**src/rtl/id_ex_stage_pkg.sv**
```systemverilog
// id_ex_stage_pkg: shared pipeline widths, ALU opcodes, control bundle and bubble constant.
package id_ex_stage_pkg;

    localparam int DW = 16;
    localparam int AW = 4;

    localparam logic [AW-1:0] REG_ZERO = '0;

    typedef enum logic [3:0] {
        ALU_ADD = 4'd0,
        ALU_SUB = 4'd1,
        ALU_AND = 4'd2,
        ALU_OR  = 4'd3,
        ALU_XOR = 4'd4,
        ALU_NOR = 4'd5,
        ALU_SLT = 4'd6,
        ALU_SLL = 4'd7,
        ALU_SRL = 4'd8,
        ALU_SRA = 4'd9,
        ALU_LUI = 4'd10
    } alu_op_e;

    typedef struct packed {
        logic       valid;
        logic       reg_wr;
        logic       mem_read;
        logic       mem_wr;
        logic       mem_to_reg;
        logic       alu_src;
        logic [3:0] alu_op;
    } ctrl_t;

    localparam ctrl_t CTRL_BUBBLE = '0;

    typedef enum logic [1:0] {
        ACT_LOAD,
        ACT_STALL,
        ACT_FLUSH,
        ACT_HOLD
    } act_e;

    // An invalid decode slot must never cause a side effect downstream.
    function automatic ctrl_t gate_ctrl(input ctrl_t c);
        return c.valid ? c : CTRL_BUBBLE;
    endfunction

endpackage

```
**src/rtl/id_ex_stage_hazard_detect.sv**
```systemverilog
// hazard_detect: load-use detection and the hold > flush > load_use > normal edge action.
module hazard_detect
    import id_ex_stage_pkg::*;
#(
    parameter int AW = id_ex_stage_pkg::AW
) (
    input  logic          hold_i,
    input  logic          flush_i,
    input  logic          ex_valid_i,
    input  logic          ex_mem_read_i,
    input  logic [AW-1:0] ex_rt_i,
    input  logic          id_valid_i,
    input  logic [AW-1:0] id_rs_i,
    input  logic [AW-1:0] id_rt_i,
    output logic          load_use_o,
    output logic          pc_write_o,
    output logic          if_id_write_o,
    output act_e          act_o
);

    always_comb begin
        load_use_o    = ex_valid_i & ex_mem_read_i & (ex_rt_i != AW'(REG_ZERO)) & id_valid_i &
                        ((ex_rt_i == id_rs_i) | (ex_rt_i == id_rt_i));
        act_o         = hold_i ? ACT_HOLD : flush_i ? ACT_FLUSH : load_use_o ? ACT_STALL : ACT_LOAD;
        pc_write_o    = (act_o == ACT_LOAD) | (act_o == ACT_FLUSH);
        if_id_write_o = pc_write_o;
    end

endmodule

```
**src/rtl/id_ex_stage.sv**
```systemverilog
// id_ex_stage: ID/EX pipeline register with load-use bubble insertion and saturating
// stall/flush event counters.
module id_ex_stage
    import id_ex_stage_pkg::*;
#(
    parameter int DW = id_ex_stage_pkg::DW,
    parameter int AW = id_ex_stage_pkg::AW,
    parameter int CW = 16
) (
    input  logic          clk,
    input  logic          rst,
    input  logic          hold,
    input  logic          flush,
    input  logic          if_idValid,
    input  logic [AW-1:0] if_idRs,
    input  logic [AW-1:0] if_idRt,
    input  logic [AW-1:0] if_idRd,
    input  logic          if_idRegWr,
    input  logic          if_idMemRead,
    input  logic          if_idMemWr,
    input  logic          if_idMemToReg,
    input  logic          if_idAluSrc,
    input  logic [3:0]    if_idAluOp,
    input  logic [DW-1:0] if_idRdA,
    input  logic [DW-1:0] if_idRdB,
    input  logic [DW-1:0] if_idImm,
    output logic          id_exValid,
    output logic [AW-1:0] id_exRs,
    output logic [AW-1:0] id_exRt,
    output logic [AW-1:0] id_exRd,
    output logic          id_exRegWr,
    output logic          id_exMemRead,
    output logic          id_exMemWr,
    output logic          id_exMemToReg,
    output logic          id_exAluSrc,
    output logic [3:0]    id_exAluOp,
    output logic [DW-1:0] id_exA,
    output logic [DW-1:0] id_exB,
    output logic [DW-1:0] id_exImm,
    output logic          pc_write,
    output logic          if_id_write,
    output logic          load_use,
    output logic [CW-1:0] stall_cnt,
    output logic [CW-1:0] flush_cnt
);

    ctrl_t         ctrl_q, ctrl_d, ctrl_in;
    logic [AW-1:0] rs_q, rs_d, rt_q, rt_d, rd_q, rd_d;
    logic [DW-1:0] a_q, a_d, b_q, b_d, imm_q, imm_d;
    logic [CW-1:0] stall_q, stall_d, flush_q, flush_d;
    act_e          act;

    hazard_detect #(.AW(AW)) u_hazard (
        .hold_i        (hold),
        .flush_i       (flush),
        .ex_valid_i    (ctrl_q.valid),
        .ex_mem_read_i (ctrl_q.mem_read),
        .ex_rt_i       (rt_q),
        .id_valid_i    (if_idValid),
        .id_rs_i       (if_idRs),
        .id_rt_i       (if_idRt),
        .load_use_o    (load_use),
        .pc_write_o    (pc_write),
        .if_id_write_o (if_id_write),
        .act_o         (act)
    );

    always_comb begin
        ctrl_in = gate_ctrl('{if_idValid, if_idRegWr, if_idMemRead, if_idMemWr,
                              if_idMemToReg, if_idAluSrc, if_idAluOp});
        ctrl_d  = ctrl_q;
        rs_d    = rs_q;
        rt_d    = rt_q;
        rd_d    = rd_q;
        a_d     = a_q;
        b_d     = b_q;
        imm_d   = imm_q;
        if (act == ACT_LOAD) begin
            ctrl_d = ctrl_in;
            rs_d   = if_idRs;
            rt_d   = if_idRt;
            rd_d   = if_idRd;
            a_d    = if_idRdA;
            b_d    = if_idRdB;
            imm_d  = if_idImm;
        end else if (act != ACT_HOLD) begin
            ctrl_d = CTRL_BUBBLE;
            rs_d   = '0;
            rt_d   = '0;
            rd_d   = '0;
            a_d    = '0;
            b_d    = '0;
            imm_d  = '0;
        end
        stall_d = (act == ACT_STALL && stall_q != '1) ? stall_q + CW'(1) : stall_q;
        flush_d = (act == ACT_FLUSH && flush_q != '1) ? flush_q + CW'(1) : flush_q;
    end

    always_ff @(posedge clk or posedge rst) begin
        if (rst) begin
            ctrl_q  <= CTRL_BUBBLE;
            rs_q    <= '0;
            rt_q    <= '0;
            rd_q    <= '0;
            a_q     <= '0;
            b_q     <= '0;
            imm_q   <= '0;
            stall_q <= '0;
            flush_q <= '0;
        end else begin
            ctrl_q  <= ctrl_d;
            rs_q    <= rs_d;
            rt_q    <= rt_d;
            rd_q    <= rd_d;
            a_q     <= a_d;
            b_q     <= b_d;
            imm_q   <= imm_d;
            stall_q <= stall_d;
            flush_q <= flush_d;
        end
    end

    assign id_exValid    = ctrl_q.valid;
    assign id_exRegWr    = ctrl_q.reg_wr;
    assign id_exMemRead  = ctrl_q.mem_read;
    assign id_exMemWr    = ctrl_q.mem_wr;
    assign id_exMemToReg = ctrl_q.mem_to_reg;
    assign id_exAluSrc   = ctrl_q.alu_src;
    assign id_exAluOp    = ctrl_q.alu_op;
    assign id_exRs       = rs_q;
    assign id_exRt       = rt_q;
    assign id_exRd       = rd_q;
    assign id_exA        = a_q;
    assign id_exB        = b_q;
    assign id_exImm      = imm_q;
    assign stall_cnt     = stall_q;
    assign flush_cnt     = flush_q;

endmodule

```
**config.mk**
```make
export PLATFORM = sky130hd
export DESIGN_NAME = id_ex_stage
export DESIGN_NICKNAME = d
export VERILOG_FILES = /design/src/rtl/id_ex_stage_pkg.sv /design/src/rtl/id_ex_stage_hazard_detect.sv /design/src/rtl/id_ex_stage.sv
export SDC_FILE = /design/constraint.sdc
export NUM_CORES = 1
export LEC_CHECK = 0
export BUFFER_PORTS_ARGS = -buffer_cell sky130_fd_sc_hd__buf_2
export CAP_MARGIN = 10
export CORE_MARGIN = 5
export CORE_UTILIZATION = 47
export DETAILED_ROUTE_END_ITERATION = 16
export GPL_ROUTABILITY_DRIVEN = 0
export PLACE_DENSITY = 0.79
export SYNTH_ARGS = -nofsm -noshare
export SYNTH_HDL_FRONTEND = slang
export SYNTH_SLANG_ARGS = --single-unit
```
**constraint.sdc**
```tcl
create_clock -name clk -period 3.8 [get_ports clk]
set_clock_uncertainty 0.1 [all_clocks]
set_input_delay 0 -clock clk [delete_from_list [all_inputs] [get_ports clk]]
set_output_delay 0 -clock clk [all_outputs]
set_load 0.01 [all_outputs]
```
==> run_results.csv <==
group,metric,value,unit
synthesis,postSynthCellCount,315,
clock_tree,worstSkewPairLatency,0.35,ns
detailed_routing,antenna_left,0,
grt,grt_overflow,0,
grt,grt_max_degree,73,
floorplan,io_pins,179,
floorplan,start_util,48.1,%
min_path,hp-class,"in -> reg",
min_path,worstHoldPathCells,6,
worst_setup_path,r2r_slack,0.87,ns
clock_tree,cts_sinks,102,
worst_setup_path,cp_max_fo,70,
worst_setup_path,cp-start-kind,"flop",
detailed_routing,dr.pass1.iters,5,
cells_and_area,drive_above_1_share,36.0,%
clock_tree,cts_resized,0,
timing,finalCritPeriodShare,77.0,%
power_and_ir_drop,clockPowerShare,26.8,%
synthesis,synth-main-ff-cell,"dfrtp_1",
synthesis,synth_common_cells,"102 x dfrtp_1, 61 x a22o_1, 27 x xor2_1",
timing,hold_viol,0,
synthesis,synth_nets,391,
cells_and_area,fin_util,70.4,%
place,dp_hpwl,7290,um
synthesis,yosysTopAreaCellShare,61.1,%
place,place.port_buffers,178,
worst_setup_path,worstPathArrival,3.12,ns
floorplan,die_w,104,um
timing,setup_viol,0,
cells_and_area,diodes,0,
worst_setup_path,r2r_cells,7,
power_and_ir_drop,max-vdd-ir-drop,0.186,mV
synthesis,synth.area.top_cells,"dfrtp_1 61%, a22o_1 13%, xor2_1 5.7%",
detailed_routing,drcViolationCount,0,
grt,antenna_found_initial,0,
cells_and_area,synthToLayoutAreaGrowth,46.2,%
worst_setup_path,reg2reg_from,"id_exRt[2]$_DFFE_PP0P_",
clock_tree,clockBufferDepth,2,
cells_and_area,nNetsFinal,643,
worst_setup_path,crit_type,"reg -> reg",
floorplan,dieArea,10900,um^2
synthesis,synth_area_leader_cell,"dfrtp_1",
synthesis,synth-seq-cells,102,
clock_tree,path_clk_slew,0.10,ns
cells_and_area,finalNonFillerCells,680,
job,maxCapViolCount,0,
synthesis,seq_area_frac_synth,61.1,%
grt,grt_use_total,22.4,%
detailed_routing,drt_iter0_drc,165,
clock_tree,htreeDepth,3,
power_and_ir_drop,p_int,1650,uW
power_and_ir_drop,cellLeakagePower,0.00323,uW
detailed_routing,vias,3644,
min_path,hp-start,"flush",
timing,fmax,342,MHz
timing,setup_tns,0,ns
detailed_routing,wl_per_cell,17.6,um
detailed_routing,drt-vias-per-instance,5.36,
timing,tightest_slew,0.893,ns
outcome,status,"finished clean",
synthesis,syn_area,4180,um^2
worst_setup_path,r2r_end,"id_exAluOp[3]$_DFFE_PP0P_",
synthesis,syn_area_per_cell,13.3,um^2
worst_setup_path,cp_cell_sequence,"nor4_1 > nor2_1 > o21ai_4 > nor2b_4 > buf_4 > a32o_1 > dlygate4sd3_1",
timing,fin_crit,2.93,ns
power_and_ir_drop,power_density,375,nW/um^2
worst_setup_path,cp-end-kind,"flop",
floorplan,coreArea,8680,um^2
min_path,hold_end,"flush_cnt[5]$_DFFE_PP0P_",
power_and_ir_drop,pwr-share-seq,54.6,%
worst_setup_path,worst_path_max_delay_cell,"buf_4",
grt,first_global_vias,3970,
power_and_ir_drop,swShare,28.0,%
floorplan,fp.dieH,104,um
worst_setup_path,cpPeakStageDelay,0.58,ns
power_and_ir_drop,power.total,2290,uW
power_and_ir_drop,switchingPower,642,uW
grt,grt_pass1_wl,20000,um
clock_tree,cts_buffers,9,
power_and_ir_drop,comb_power_share,18.6,%
clock_tree,cts_tree,"yes",
timing,hold_ws,0.162,ns
floorplan,core.rowCount,34,
clock_tree,cts-root-buf,"clkbuf_8",
timing,slew_violations,0,
place,dp.cells,584,
synthesis,synth_edf_count,0,
synthesis,async_flop_share,100,%
detailed_routing,drt-total-wl,11900,um
worst_setup_path,cp.required,3.99,ns
timing,rsz0062_at_grt,"false",
timing,relSlewSlack,40.2,%
synthesis,ys_types,34,
synthesis,synth_warnings,0,
synthesis,yosysMostFrequentCell,"dfrtp_1",
clock_tree,post_cts_buffers,0,
-- repair_timing --
action                                 in CTS  in global routing
hold buffers                               80                  0
setup endpoints to repair                   0                  0
endpoints found under the hold margin     140                  0
-- how the worst max path moves through the flow --
stage,from,to,slack [ns],cells past startpoint
finish,id_exRt[2]$_DFFE_PP0P_,id_exAluOp[3]$_DFFE_PP0P_,0.87,7
global route,id_exRt[2]$_DFFE_PP0P_,id_exAluOp[1]$_DFFE_PP0P_,0.70,7
CTS,id_exRt[2]$_DFFE_PP0P_,id_exAluOp[1]$_DFFE_PP0P_,0.86,7
detailed placement,id_exRt[2]$_DFFE_PP0P_,id_exAluOp[1]$_DFFE_PP0P_,1.43,6
global placement,id_exRt[2]$_DFFE_PP0P_,id_exAluOp[1]$_DFFE_PP0P_,1.48,6
floorplan,rst,flush_cnt[0]$_DFFE_PP0P_,1.02,1
-- power groups by stage --
stage                     clock, uW  sequential [uW]  combinational [uW]
after floorplan                   0             1300                 155
after global placement            0             1260                 352
after detailed placement          0             1270                 361
after CTS                       629             1250                 427
after global routing            680             1270                 465
final                           614             1250                 426
-- cells by family after synthesis --
kind of cell	synth area share, %
simple gates	10.8
buf+inv	2.94
compound gates	16.0
flops	61.1
fa+ha+maj	0.599
mux	0.809
xor+xnor	7.76
-- flip-flops by register name, indices dropped and copies added (netlist names) --
name,count
id_exRt,4
stall_cnt,16
id_exRs,4
id_exB,16
id_exRd,4
id_exMemToReg,1
id_exImm,16
id_exValid,1
id_exRegWr,1
id_exAluSrc,1
flush_cnt,16
id_exMemRead,1
id_exA,16
id_exAluOp,4
id_exMemWr,1
-- area by class of cell --
type | count | area (um^2)
fill | 589 | 2570
inverter | 4 | 17.5
sequential | 102 | 2550
multi-input combinational | 189 | 1510
tap | 108 | 135
clock buffer | 12 | 145
clock inverter | 4 | 32.5
timing repair buffer | 261 | 1710
-- routing by layer --
| metal | track usage [%] | wire length, um | vias up |
|---|---|---|---|
| met1 | 26.8 | 4720 | 1784 |
| met4 | 8.23 | 289 | 0 |
| met2 | 39.2 | 6190 | 155 |
| met5 | 0 | 0 | - |
| li1 | - | - | 1679 |
| met3 | 4.78 | 740 | 26 |
-- critical path, delay by kind of cell (launching register included) --
| kind | cells | cell delay [ns] |
|---|---|---|
| buffers and inverters | 2 | 1.13 |
| AND/OR/NAND/NOR | 3 | 0.76 |
| AO/OA/AOI/OAI | 2 | 0.41 |
| flip-flops | 1 | 0.45 |
-- layout by cell type (no fill, tap or decap), types with 2 or more instances in the layout --
cell	instances
mux2_1	2
nor4_4	2
clkinv_4	2
buf_2	178
xor2_1	27
a22o_1	61
nor3_1	9
nor4b_2	2
clkinvlp_4	2
clkbuf_1	2
dlygate4sd3_1	80
ha_1	2
nand3_1	13
nor3b_1	2
nor2_1	9
nand2_1	8
and4_1	3
dfrtp_1	102
nand4_1	9
inv_1	3
nor2b_1	3
buf_4	3
nor4_1	5
nor3_2	2
clkbuf_8	10
a32o_1	9
xnor2_1	10
-- through the flow --
step	instance area, um^2	setup WS (ns)
2_1_floorplan	4180	1.02
3_3_place_gp	5130	1.48
3_5_place_dp	5130	1.43
4_1_cts	6110	0.864
5_1_grt	6110	0.699
6_report	6110	0.872
Note: power is estimated with default switching activity, not from simulation.
